### src/rtl/pc_unit_pkg.sv
// Shared core definitions: address width, reset vector default,
// mtvec mode encodings and program-counter FSM states.
package pc_unit_pkg;

    localparam int          CORE_XLEN         = 32;
    localparam logic [31:0] CORE_RESET_VECTOR = 32'h0000_0000;

    localparam logic [1:0] MTVEC_DIRECT   = 2'b00;
    localparam logic [1:0] MTVEC_VECTORED = 2'b01;

    typedef enum logic [1:0] {
        ST_BOOT = 2'd0,
        ST_RUN  = 2'd1,
        ST_HALT = 2'd2
    } pc_state_t;

endpackage

### src/rtl/pc_next_sel.sv
// Next-PC priority mux (trap > mret > branch > hold > sequential)
// with branch-target alignment checking.
module pc_next_sel
    import pc_unit_pkg::*;
#(
    parameter int XLEN   = CORE_XLEN,
    parameter int IALIGN = 4
) (
    input  logic [XLEN-1:0] pc,
    input  logic            step2,
    input  logic            hold,
    input  logic            br_taken,
    input  logic [XLEN-1:0] br_target,
    input  logic            trap,
    input  logic            trap_is_irq,
    input  logic [4:0]      trap_cause,
    input  logic [XLEN-1:0] mtvec,
    input  logic            mret,
    input  logic [XLEN-1:0] mepc,
    output logic [XLEN-1:0] pc_seq,
    output logic [XLEN-1:0] next_pc,
    output logic            redirect,
    output logic            misalign
);

    localparam logic [XLEN-1:0] AMASK = XLEN'(IALIGN - 1);

    logic [XLEN-1:0] step;
    logic [XLEN-1:0] base;
    logic [XLEN-1:0] trap_tgt;
    logic [XLEN-1:0] mret_tgt;
    logic            br_bad;

    assign step     = (IALIGN == 2 && step2) ? XLEN'(2) : XLEN'(4);
    assign pc_seq   = pc + step;
    assign base     = {mtvec[XLEN-1:2], 2'b00};
    assign mret_tgt = mepc & ~AMASK;
    assign br_bad   = |(br_target & AMASK);

    // Reserved mtvec modes fall back to direct.
    always_comb begin
        trap_tgt = base;
        if (mtvec[1:0] == MTVEC_VECTORED && trap_is_irq)
            trap_tgt = base + {{(XLEN-7){1'b0}}, trap_cause, 2'b00};
    end

    always_comb begin
        next_pc  = pc_seq;
        redirect = 1'b0;
        misalign = 1'b0;
        if (trap) begin
            next_pc  = trap_tgt;
            redirect = 1'b1;
        end else if (mret) begin
            next_pc  = mret_tgt;
            redirect = 1'b1;
        end else if (br_taken && br_bad) begin
            next_pc  = pc;
            misalign = 1'b1;
        end else if (br_taken) begin
            next_pc  = br_target;
            redirect = 1'b1;
        end else if (hold) begin
            next_pc  = pc;
        end
    end

endmodule

### src/rtl/pc_unit.sv
// Program-counter unit: boot/run/halt FSM, PC register and
// valid/ready fetch request toward instruction fetch.
module pc_unit
    import pc_unit_pkg::*;
#(
    parameter int              XLEN         = CORE_XLEN,
    parameter logic [XLEN-1:0] RESET_VECTOR = XLEN'(CORE_RESET_VECTOR),
    parameter int              IALIGN       = 4
) (
    input  logic            clk,
    input  logic            reset,
    input  logic            pc_ready,
    input  logic            stall,
    input  logic            step2,
    input  logic            br_taken,
    input  logic [XLEN-1:0] br_target,
    input  logic            trap,
    input  logic            trap_is_irq,
    input  logic [4:0]      trap_cause,
    input  logic [XLEN-1:0] mtvec,
    input  logic            mret,
    input  logic [XLEN-1:0] mepc,
    input  logic            halt,
    output logic [XLEN-1:0] pc_out,
    output logic            pc_valid,
    output logic [XLEN-1:0] pc_next_seq,
    output logic            misalign,
    output logic [XLEN-1:0] misalign_addr,
    output logic            redirected
);

    pc_state_t       state, state_n;
    logic [XLEN-1:0] pc_n, maddr_n;
    logic            mis_n, redir_n;
    logic [XLEN-1:0] sel_pc;
    logic            sel_redir, sel_mis;

    pc_next_sel #(
        .XLEN   (XLEN),
        .IALIGN (IALIGN)
    ) u_sel (
        .pc          (pc_out),
        .step2       (step2),
        .hold        (stall | ~pc_ready),
        .br_taken    (br_taken),
        .br_target   (br_target),
        .trap        (trap),
        .trap_is_irq (trap_is_irq),
        .trap_cause  (trap_cause),
        .mtvec       (mtvec),
        .mret        (mret),
        .mepc        (mepc),
        .pc_seq      (pc_next_seq),
        .next_pc     (sel_pc),
        .redirect    (sel_redir),
        .misalign    (sel_mis)
    );

    always_comb begin
        state_n = state;
        pc_n    = pc_out;
        maddr_n = misalign_addr;
        mis_n   = 1'b0;
        redir_n = 1'b0;
        unique case (state)
            ST_BOOT: state_n = ST_RUN;
            ST_RUN: begin
                if (trap) begin
                    pc_n    = sel_pc;
                    redir_n = 1'b1;
                end else if (halt) begin
                    state_n = ST_HALT;
                end else begin
                    pc_n    = sel_pc;
                    redir_n = sel_redir;
                    mis_n   = sel_mis;
                    if (sel_mis) maddr_n = br_target;
                end
            end
            ST_HALT: begin
                // Only a trap (interrupt) wakes the core from WFI.
                if (trap) begin
                    state_n = ST_RUN;
                    pc_n    = sel_pc;
                    redir_n = 1'b1;
                end
            end
            default: state_n = ST_BOOT;
        endcase
    end

    always_ff @(posedge clk or negedge reset) begin
        if (!reset) begin
            state         <= ST_BOOT;
            pc_out        <= RESET_VECTOR;
            pc_valid      <= 1'b0;
            misalign      <= 1'b0;
            misalign_addr <= '0;
            redirected    <= 1'b0;
        end else begin
            state         <= state_n;
            pc_out        <= pc_n;
            pc_valid      <= (state_n == ST_RUN);
            misalign      <= mis_n;
            misalign_addr <= maddr_n;
            redirected    <= redir_n;
        end
    end

endmodule

### config.mk
export PLATFORM = sky130hd
export DESIGN_NAME = pc_unit
export DESIGN_NICKNAME = d
export VERILOG_FILES = /design/src/rtl/pc_unit_pkg.sv /design/src/rtl/pc_next_sel.sv /design/src/rtl/pc_unit.sv
export SDC_FILE = /design/constraint.sdc
export NUM_CORES = 1
export LEC_CHECK = 0
export BUFFER_PORTS_ARGS = -buffer_cell sky130_fd_sc_hd__buf_2
export CAP_MARGIN = 20
export CORE_MARGIN = 2
export CORE_UTILIZATION = 50
export CTS_BUF_LIST = sky130_fd_sc_hd__clkbuf_8
export CTS_CLUSTER_DIAMETER = 50
export DETAILED_ROUTE_END_ITERATION = 12
export PLACE_DENSITY = 0.82
export SYNTH_ARGS = -nofsm -noshare
export SYNTH_HDL_FRONTEND = slang
export SYNTH_SLANG_ARGS = --single-unit
export TNS_END_PERCENT = 5
### constraint.sdc
create_clock -name clk -period 5.4 [get_ports clk]
set_input_delay 0 -clock clk [delete_from_list [all_inputs] [get_ports clk]]
set_output_delay 0 -clock clk [all_outputs]
set_load 0.01 [all_outputs]
==> flow_summary.json <==
{
  "tns_ns": 0,
  "clock_skew_ns": 0.0110,
  "dp_hpwl_um": 13200,
  "htreeDepth": 3,
  "ys.warnings.count": 0,
  "cp_max_fo": 9,
  "min_path_type": "primary input to flop",
  "port-buffer-count": 206,
  "synthToLayoutAreaGrowth_pct": 31.6,
  "relSlewSlack_pct": 30.2,
  "synth_edf_count": 0,
  "fmax_mhz": 371,
  "setup_violations": 0,
  "die-area_mm2": 0.0112,
  "synth_nets": 706,
  "cpLargestDelayFamily": "simple AND/OR/NAND/NOR gates",
  "fin_crit_ns": 2.70,
  "avgRoutedWirePerCell_um": 19.8,
  "crit_path_start_kind": "flop",
  "die_height_um": 106,
  "cts.clk_slew.worst_paths_ns": 0.09,
  "synth.ff_latch_count": 69,
  "post-route-period-util_pct": 50.0,
  "start_util_pct": 50.7,
  "grt.overflow.total": 0,
  "vias": 5966,
  "crit_slowest_cell": "nor4_1",
  "drtIter0Drc": 848,
  "yosysTopAreaCell": "dfrtp_1",
  "synth_cell_types": 70,
  "synthesis.area_mm2": 0.00517,
  "critical_path_arrival_ns": 2.70,
  "finalHoldViolations": 0,
  "post_cts_buffers": 0,
  "max-clock-path-buffers": 2,
  "drive_gt1_share_pct": 34.6,
  "worstPathRequired_ns": 5.40,
  "n_antenna_cell": 0,
  "syn_area_per_cell_um2": 8.85,
  "ir_worst_vdd_mv": 0.250,
  "yosysMostFrequentCell": "dfrtp_1",
  "root_buffer": "clkbuf_8",
  "powerDensity_mw_per_mm2": 442,
  "antenna_found_initial": 0,
  "stdcell_area_mm2": 0.00680,
  "synth_area_leaders": "dfrtp_1 (33%), mux2_2 (6.8%), xnor2_1 (4.4%), o21ai_0 (3.5%), nand2_1 (3.0%)",
  "endpoint_kind": "output port",
  "async_flop_share_pct": 100,
  "place_congestion": 0.952,
  "first_global_vias": 5665,
  "design_power_total_mw": 3.01,
  "yosysTopAreaCellShare_pct": 33.4,
  "synthCells": 584,
  "synth_top_cells_by_count": "dfrtp_1 (69), nand2_1 (41), clkbuf_1 (36), o21ai_0 (36)",
  "cts_buffers": 9,
  "worstSkewPairLatency_ns": 0.37,
  "grt_first_pass_wirelength_um": 29000,
  "coreArea_mm2": 0.0102,
  "track_usage_pct": 32.9,
  "slew_violations": 0,
  "grt_max_degree": 70,
  "vias_per_cell": 6.39,
  "critPathMaxStageDelay_ns": 0.71,
  "finalNetCount": 915,
  "crit_type": "flop to output port",
  "die_w_um": 106,
  "cap_violations": 0,
  "placed_cell_area_mm2": 0.00621,
  "drt-total-wl_um": 18500,
  "yosysSeqAreaShare_pct": 33.4,
  "rsz0062_at_grt": "no",
  "clkSinkCount": 69,
  "drtAntennaViolNets": 0,
  "row_count": 37,
  "max_slew.worst_pin.slew_ns": 1.04,
  "cts_tree": "done",
  "cp.buffers_inverters": 1,
  "synth_flop_cell": "dfrtp_1",
  "path_cells": "nand4_1, nor4_1, nor3b_1, xnor2_1, buf_2",
  "io_pins": 210,
  "status": "finished clean",
  "drcViolationCount": 0,
  "power_leakage_nw": 3.07,
  "drtPass1Iterations": 5
}
[cell usage in the layout (no fill, tap or decap), types with 5 or more instances in the layout]
cell,n
a211oi_1,7
a21o_1,5
a21oi_1,19
a221o_1,6
a221oi_1,15
a22oi_1,6
a31oi_1,7
and4_1,6
buf_2,206
clkbuf_8,11
dfrtp_1,69
dlygate4sd3_1,36
ha_1,10
inv_1,16
mux2_2,31
mux2i_1,6
nand2_1,41
nand3_1,19
nand3b_1,6
nand4_1,21
nor2_1,31
nor3_1,21
nor4_1,12
o21a_1,8
o21ai_0,36
o31ai_1,12
or4_1,11
xnor2_1,26
xor2_1,11
[metrics by stage]
| stage | worst slack [ns] | std cells | hold slack [ns] | utilization [%] |
|---|---|---|---|---|
| finish | 2.70 | 934 | 0.0166 | 66.8 |
| global route | 2.47 | 934 | 0.0305 | 66.8 |
| CTS | 2.72 | 934 | 0.0130 | 66.8 |
| detailed placement | 2.77 | 882 | 0.257 | 61.0 |
| global placement | 2.80 | 882 | 0.248 | 61.0 |
| floorplan | 2.89 | 584 | -0.296 | - |
[final timing paths]
path	start	slack, ns	to	depth (start not counted)
setup reg to reg	pc_out[5]	2.71	pc_out[30]	5
setup / recovery	pc_out[5]	2.70	pc_next_seq[30]	5
hold reg to reg	misalign_addr[7]	0.51	misalign_addr[7]	2
min in group asynchronous	reset	0.38	misalign_addr[13]	3
max in group asynchronous	reset	4.42	pc_out[22]	3
hold / removal	mtvec[13]	0.02	pc_out[13]	3
[sequential cells by signal, summed over array words and instances, names as in the netlist]
signal and flops:
pc_valid 1, misalign 1, redirected 1, state 2, pc_out 32, misalign_addr 32
[metal layers]
metal	global-route usage, %	vias up	routed length, µm
met1	42.5	2811	7230
met5	0	-	0
met4	12.8	0	661
met3	7.92	70	2040
li1	-	2662	-
met2	53.2	423	8610
[tightest hold or removal path: stages]
cell     delay [ns]
buf_2          0.11
xnor2_1        0.14
a22oi_1        0.09
[report_power, final]
part / internal (mW) / switching (mW)
registers: 0.756 / 0.288
clock network: 0.286 / 0.222
logic: 0.656 / 0.798
[what timing repair did]
action                    CTS  global route
hold buffers               36             0
gates resized for setup     0             0
hold endpoints to repair  104             0
[cell families (layout without fill, tap and decap cells)]
logic type	count (synthesis)	after routing	synth area share [%]
compound gates	165	165	22.9
xor+xnor	37	37	6.27
fa+ha+maj	11	11	2.81
buf+inv	64	278	4.91
flops	69	69	33.4
mux	37	37	7.92
simple gates	201	201	21.7
[area by class of cell]
type,instances,area (µm²)
Clock buffer,11,151
Clock inverter,5,81.3
Fill cell,864,3380
Inverter,16,60.1
Multi-Input combinational cell,451,3190
Sequential cell,69,1730
Tap cell,136,170
Timing Repair Buffer,246,1420
(Power assumes the default switching activity.)
